**config.mk**
```make
export PLATFORM = sky130hd
export DESIGN_NAME = decoder_3to8_pulse_flat
export DESIGN_NICKNAME = d
export VERILOG_FILES = /design/src/rtl/decoder_3to8_pulse_if.sv /design/src/rtl/decoder_3to8_pulse.sv /design/src/flat_wrapper.sv
export SDC_FILE = /design/constraint.sdc
export NUM_CORES = 1
export LEC_CHECK = 0
export ABC_AREA = 1
export CORE_UTILIZATION = 50
export DETAILED_ROUTE_END_ITERATION = 16
export PLACE_DENSITY = 0.76
export SLEW_MARGIN = 0
export SYNTH_ARGS = -nofsm -noshare
export SYNTH_HDL_FRONTEND = slang
export SYNTH_SLANG_ARGS = --single-unit
```
**constraint.sdc**
```tcl
create_clock -name clk -period 1.9 [get_ports clk]
set_clock_uncertainty 0.15 [all_clocks]
set_input_delay 0.285 -clock clk [delete_from_list [all_inputs] [get_ports clk]]
set_output_delay 0.285 -clock clk [all_outputs]
set_load 0.01 [all_outputs]
```
**src/rtl/decoder_3to8_pulse_if.sv**
```systemverilog
// Handshake and output bundle for decoder_3to8_pulse.
// The master side offers codes and watches the strobe; the slave side is the decoder.
interface decoder_3to8_pulse_if;
    logic       en;
    logic       in_valid;
    logic [2:0] in_code;
    logic       in_ready;
    logic [7:0] y;
    logic       y_valid;
    logic       busy;

    modport master (
        output en, in_valid, in_code,
        input  in_ready, y, y_valid, busy
    );

    modport slave (
        input  en, in_valid, in_code,
        output in_ready, y, y_valid, busy
    );
endinterface

```
**src/rtl/decoder_3to8_pulse.sv**
```systemverilog
// Registered 3-to-8 one-hot decoder with a valid/ready input and a timed output hold.
// Each accepted code drives y = 1 << code for HOLD_CYCLES clocks, then y returns to zero.
// A new code can be taken on the last hold cycle, so back-to-back codes leave no gap.
// Optional macro DEC_RETRIGGER_EN: a code may be accepted at any point of a hold,
// replacing the output and restarting the hold time.
module decoder_3to8_pulse #(
    parameter int unsigned HOLD_CYCLES = 4,
    parameter int unsigned CNT_W       = 8
) (
    input  logic                  clk,
    input  logic                  rst,
    decoder_3to8_pulse_if.slave   bus
);

    typedef enum logic {
        IDLE = 1'b0,
        HOLD = 1'b1
    } state_t;

    // Counter value loaded on accept; the hold ends on the cycle where cnt reads 0.
    localparam logic [CNT_W-1:0] HOLD_LOAD = CNT_W'(HOLD_CYCLES - 1);

    state_t           state_q, state_d;
    logic [CNT_W-1:0] cnt_q,   cnt_d;
    logic [7:0]       y_q,     y_d;
    logic             y_valid_q, y_valid_d;
    logic             busy_q,  busy_d;

    logic ready;
    logic accept;

`ifdef DEC_RETRIGGER_EN
    // Any cycle with enable set can take a code, restarting the hold.
    assign ready = bus.en;
`else
    // A new code is taken when idle, or on the final cycle of the current hold.
    assign ready = bus.en && ((state_q == IDLE) || ((state_q == HOLD) && (cnt_q == '0)));
`endif

    assign accept = bus.in_valid && ready;

    // Next-state, hold counter and output computation.
    always_comb begin
        // NOTE: every variable gets a default first so no path leaves it unassigned
        // and no latch is inferred.
        state_d   = state_q;
        cnt_d     = cnt_q;
        y_d       = y_q;
        y_valid_d = y_valid_q;
        busy_d    = busy_q;

        if (accept) begin
            state_d   = HOLD;
            cnt_d     = HOLD_LOAD;
            y_d       = 8'b1 << bus.in_code;
            y_valid_d = 1'b1;
            busy_d    = 1'b1;
        end else if (state_q == HOLD) begin
            if (cnt_q != '0) begin
                cnt_d = cnt_q - 1'b1;
            end else begin
                state_d   = IDLE;
                y_d       = '0;
                y_valid_d = 1'b0;
                busy_d    = 1'b0;
            end
        end
    end

    // State and output registers; reset wins over everything, including a hold in progress.
    always_ff @(posedge clk) begin
        // NOTE: non-blocking assignments so every flop samples the pre-edge values.
        if (rst) begin
            state_q   <= IDLE;
            cnt_q     <= '0;
            y_q       <= '0;
            y_valid_q <= 1'b0;
            busy_q    <= 1'b0;
        end else begin
            state_q   <= state_d;
            cnt_q     <= cnt_d;
            y_q       <= y_d;
            y_valid_q <= y_valid_d;
            busy_q    <= busy_d;
        end
    end

    assign bus.in_ready = ready;
    assign bus.y        = y_q;
    assign bus.y_valid  = y_valid_q;
    assign bus.busy     = busy_q;

endmodule

```
**src/flat_wrapper.sv**
```systemverilog
// flat-port wrapper written by rule: the top's interface ports become plain ports
module decoder_3to8_pulse_flat 
#(
    parameter int unsigned HOLD_CYCLES = 4,
    parameter int unsigned CNT_W       = 8
)
  (clk, rst, bus_en, bus_in_valid, bus_in_code, bus_in_ready, bus_y, bus_y_valid, bus_busy);
  decoder_3to8_pulse_if bus_i ();
  input  logic clk;
  input  logic rst;
  input wire logic [$bits(bus_i.en)-1:0] bus_en;
  input wire logic [$bits(bus_i.in_valid)-1:0] bus_in_valid;
  input wire logic [$bits(bus_i.in_code)-1:0] bus_in_code;
  output wire logic [$bits(bus_i.in_ready)-1:0] bus_in_ready;
  output wire logic [$bits(bus_i.y)-1:0] bus_y;
  output wire logic [$bits(bus_i.y_valid)-1:0] bus_y_valid;
  output wire logic [$bits(bus_i.busy)-1:0] bus_busy;
  assign bus_i.en = bus_en;
  assign bus_i.in_valid = bus_in_valid;
  assign bus_i.in_code = bus_in_code;
  assign bus_in_ready = bus_i.in_ready;
  assign bus_y = bus_i.y;
  assign bus_y_valid = bus_i.y_valid;
  assign bus_busy = bus_i.busy;
  decoder_3to8_pulse #(.HOLD_CYCLES(HOLD_CYCLES), .CNT_W(CNT_W)) u_core (.clk(clk), .rst(rst), .bus(bus_i));
endmodule
```
### After elaboration in Yosys (flattened, before gate mapping)

Cells that the tools add are included.

* output and inout bits: 11
* bits in registers: 18
* word-level logic and storage cells: 33
* input port bits: 7

* multiplexer cells: 12
* add/subtract/negate cells: 1
* equal/unequal tests: 1
* shift-type cells: 1
* bitwise gates (word level): 1
* reductions and logical operators: 12

Operator list (number)
* $mux W8: 3
* $logic_not A8 Y1: 1
* $reduce_bool A8 Y1: 1
* $shl A1 B3 Y8 const A: 1
* $sub A8 B1 Y8 const B: 1
* $mux W1: 6
* $mux W2: 3
* $reduce_and A2 Y1: 3
* $reduce_bool A2 Y1: 2
* $logic_and A1 B1 Y1: 3
* $ne A2 B1 Y1 const B: 1
* $reduce_or A2 Y1: 1
* $logic_or A1 B1 Y1: 1
* $not A1 Y1: 1

### Depth between registers and ports, before layout

* depth after elaboration: 7
* depth in mapped cells: 10
* mapped depth without buffers: 10

### Least setup slack after synthesis

No wires, ideal clock.

* kind: register -> register
* start: register u_core.cnt_q[0]
* end: register u_core.cnt_q[3]
* stages on the path, launching flop included: 10
* period minus slack after synthesis: 1.443 ns
* buffers on the path: 0
* required time: 1.635 ns
* slack: 0.457 ns
* arrival time: 1.178 ns
* library setup time: 0.115 ns
* path through: dfxtp_1 > inv_1 > ha_1 > nand3_2 > nor2_2 > nor2_4 > nor2_4 > nand2_2 > nand2_2 > nor2_1

* word-level cells in the longest chain between the ends: 6
* elaborated cells between the ends (all ways): 9
* classes of those cells: add/sub (1); reduce/logical (8)

RTL lines
* start: declaration: RTL line decoder_3to8_pulse.sv:24 `logic [CNT_W-1:0] cnt_q, cnt_d;`
* start signal: assignment: RTL line decoder_3to8_pulse.sv:81 `cnt_q <= cnt_d;`
* $logic_not A8 Y1: RTL line decoder_3to8_pulse.sv:37 `assign ready = bus.en && ((state_q == IDLE) || ((state_q == HOLD) && (cnt_q == '0)));`
* $logic_and A1 B1 Y1: RTL line decoder_3to8_pulse.sv:37
* $logic_or A1 B1 Y1: RTL line decoder_3to8_pulse.sv:37
* $logic_and A1 B1 Y1: RTL line decoder_3to8_pulse.sv:37
* net bus_in_ready: RTL line flat_wrapper.sv:14 `output wire logic [$bits(bus_i.in_ready)-1:0] bus_in_ready;`
* $logic_and A1 B1 Y1: RTL line decoder_3to8_pulse.sv:40 `assign accept = bus.in_valid && ready;`
* $reduce_or A2 Y1 (no line)

The timed path passes the listed nets, and every way through them passes these cells.
A chain may end at the register's enable or synchronous reset.

### Final worst setup path

* start: register u_core.cnt_q[0]
* end: output bus_in_ready

* word-level cells in the longest chain between the ends: 4

RTL lines (RTL line)
* $logic_not A8 Y1: decoder_3to8_pulse.sv:37
* $logic_and A1 B1 Y1: decoder_3to8_pulse.sv:37
* $logic_or A1 B1 Y1: decoder_3to8_pulse.sv:37
* $logic_and A1 B1 Y1: decoder_3to8_pulse.sv:37
* end: declaration: flat_wrapper.sv:14

No other way between the ends.

==> impl_metrics.yaml <==
grt:
  grt_busiest_layer: "met2"
  grt_max_degree: 14
  use_met2_pct: 38.61
  antenna_found_initial: 0
  globalRouteTotalUtil_pct: 20.46
  use_met3_pct: 4.615
  grt-ovfl-total: 0
  gr-usage-met1_pct: 21.60
  grt_pass1_vias: 785
  grt_first_pass_wirelength_mm: 3.077
worst_setup_path:
  crit_chain: "inv_2, ha_4, nand3_2, nor2_4, nor2_4, nor2_4, buf_6"
  reg2reg_setup_slack_ns: 0.32
  startpoint_type: "register"
  crit_type: "reg2out"
  crit_buf_inv: 2
  worstPathArrival_ns: 1.35
  cp.depth: 7
  cpPeakStageDelay_ns: 0.35
  critPathSlowestCell: "dfxtp_2"
  path_max_fanout: 3
  worstSetupEndpointType: "output port"
  reg2reg_depth: 10
  cp_top_family: "simple AND/OR/NAND/NOR gates"
  cpMostUsedCell: "nor2_4"
  worstPathRequired_ns: 1.46
synthesis:
  postSynthAreaPerCell_um2: 7.370
  ys_warn_count: 0
  ys_seq_elements: 18
  syn-instance-count: 137
  synth_nets: 146
  syn-cell-area_um2: 1010
  synth_cell_type_count: 22
  synth_sequential_area_ratio_pct: 35.69
drt:
  wire_per_inst_um: 10.67
  finalWirelength_mm: 1.974
  drt_iter0_markers: 18
  drc: 0
  dr.pass1.iters: 4
  vias: 936
  vias_per_cell: 5.059
  final_antenna_net_count: 0
clock_tree:
  clkSinkCount: 18
  htree_levels: 1
  cts_tree: "built"
  cts_hold_buf: 0
  clock_latency_ns: 0.30
  clkTransAtPathRegs_ns: 0.10
  numCtsBuffers: 3
  clockRootBuffer: "clkbuf_4"
  clockBufferDepth: 2
  post_cts_buffers: 0
job:
  maxCapViolations: 0
power:
  total_power_uw: 941.7
  power_per_cell_area_nw_per_um2: 743.0
  worst_ir_drop_vdd_mv: 0.5154
  leakage_nw: 0.5435
floorplanning:
  die-area_um2: 2203
  initial_utilization_pct: 56.04
  die_x_um: 46.94
  ios: 18
  rows: 15
  die_y_um: 46.94
  core-area_um2: 1802
sta:
  period_share_pct: 94.09
  max_freq_ghz: 0.5594
  maxSlewHeadroom_pct: 86.74
  finalSetupTns_ns: 0
  hold_slack_ns: 0.3189
  drv_slew: 0
  post-route-min-period_ns: 1.788
  hold_viol: 0
  rsz0062_at_grt: "no"
  finalSetupViolCount: 0
  tightest_slew_ns: 0.1976
cells_and_area:
  fin_nets: 170
  layout_common_cells: "nand2_1, dfxtp_1, inv_1, a21oi_1, clkdlybuf4s50_1"
  fillers: 161
  final_common_cell: "nand2_1"
  area_delta_synth_final_pct: 25.53
  drive_above_1_share_pct: 19.38
  final_util_pct: 70.35
  antenna_cells: 0
place:
  place_congestion: 0.8019
  hpwlAfterDp_mm: 1.526
  portBuffers: 17
hold_path:
  hp-class: "reg2reg"
  holdPathStages: 2
status:
  outcome: "completed"
[sequential cells by signal, indices dropped and copies added, names as in the netlist]
signal,cells
u_core.bus.y,8
u_core.bus.busy,1
u_core.cnt_q,8
u_core.state_q,1
[report_power, final]
group          total (mW)  leakage, nW  switching, mW  internal (mW)
logic               0.289        0.376          0.163          0.125
clock network       0.240       0.0210          0.123          0.117
registers           0.413        0.147         0.0154          0.397
[synthesized netlist by cell type, drive strengths merged]
master	count	share of area, %
clkbuf	1	0.37
ha	2	2.5
dfxtp	18	36
nand3	4	2.5
buf	5	5.6
nor2	19	9.8
xor2	4	3.5
inv	18	6.7
nand4	10	6.2
o21ai	3	1.5
nand2	36	17
o31ai	1	1.2
a21oi	16	7.9
[logic make-up (layout without fill, tap and decap cells)]
family | after synthesis | in the layout | share of synthesized area (%)
simple gates | 69 | 69 | 35.07
flops | 18 | 18 | 35.69
compound gates | 20 | 20 | 10.66
fa+ha+maj | 2 | 2 | 2.478
xor+xnor | 4 | 4 | 3.469
buf+inv | 24 | 47 | 12.64
[final timing paths]
path,start,end
worst max-delay path,u_core.cnt_q[0],bus_in_ready
worst min-delay path,u_core.bus.y[5],u_core.bus.y[5]
worst max register to register,u_core.cnt_q[0],u_core.cnt_q[3]
worst min register to register,u_core.bus.y[5],u_core.bus.y[5]
[area by class of cell]
type	instances	area, um2	share of cell area [%]
multi-input combinational	95	539.3	42.55
sequential	18	361.6	28.53
inverter	18	67.56	5.331
timing repair buffer	25	231.5	18.26
clock buffer	4	36.28	2.863
tap	25	31.28	2.468
[routing by layer]
metal	wire length, um	part of all wire [%]	up-vias
met5	0	0	-
met4	34	1.7	0
met3	71	3.6	4
met2	1039	53	17
met1	829	42	431
li1	-	-	484
[through the flow]
step / cells / cell area [um2] / setup WS (ns)
after floorplan: 137 / 1010 / 0.4572
after global placement: 181 / 1211 / -0.002618
after detailed placement: 181 / 1211 / -0.03706
after CTS: 185 / 1257 / 0.01194
after global routing: 185 / 1267 / 0.03113
final: 185 / 1267 / 0.1122
[worst min-delay path: cells and delay by family (launching register included)]
| kind | cells | cell delay [ns] |
|---|---|---|
| flops | 1 | 0.32 |
| simple gates | 1 | 0.06 |
| compound gates | 1 | 0.05 |
[what timing repair did]
action,4_1_cts,5_1_grt
resized for setup,7,3
cloned,0,0
setup endpoints to repair,1,1
pin swaps,1,1
No activity file was read; power rests on OpenSTA's default activity.
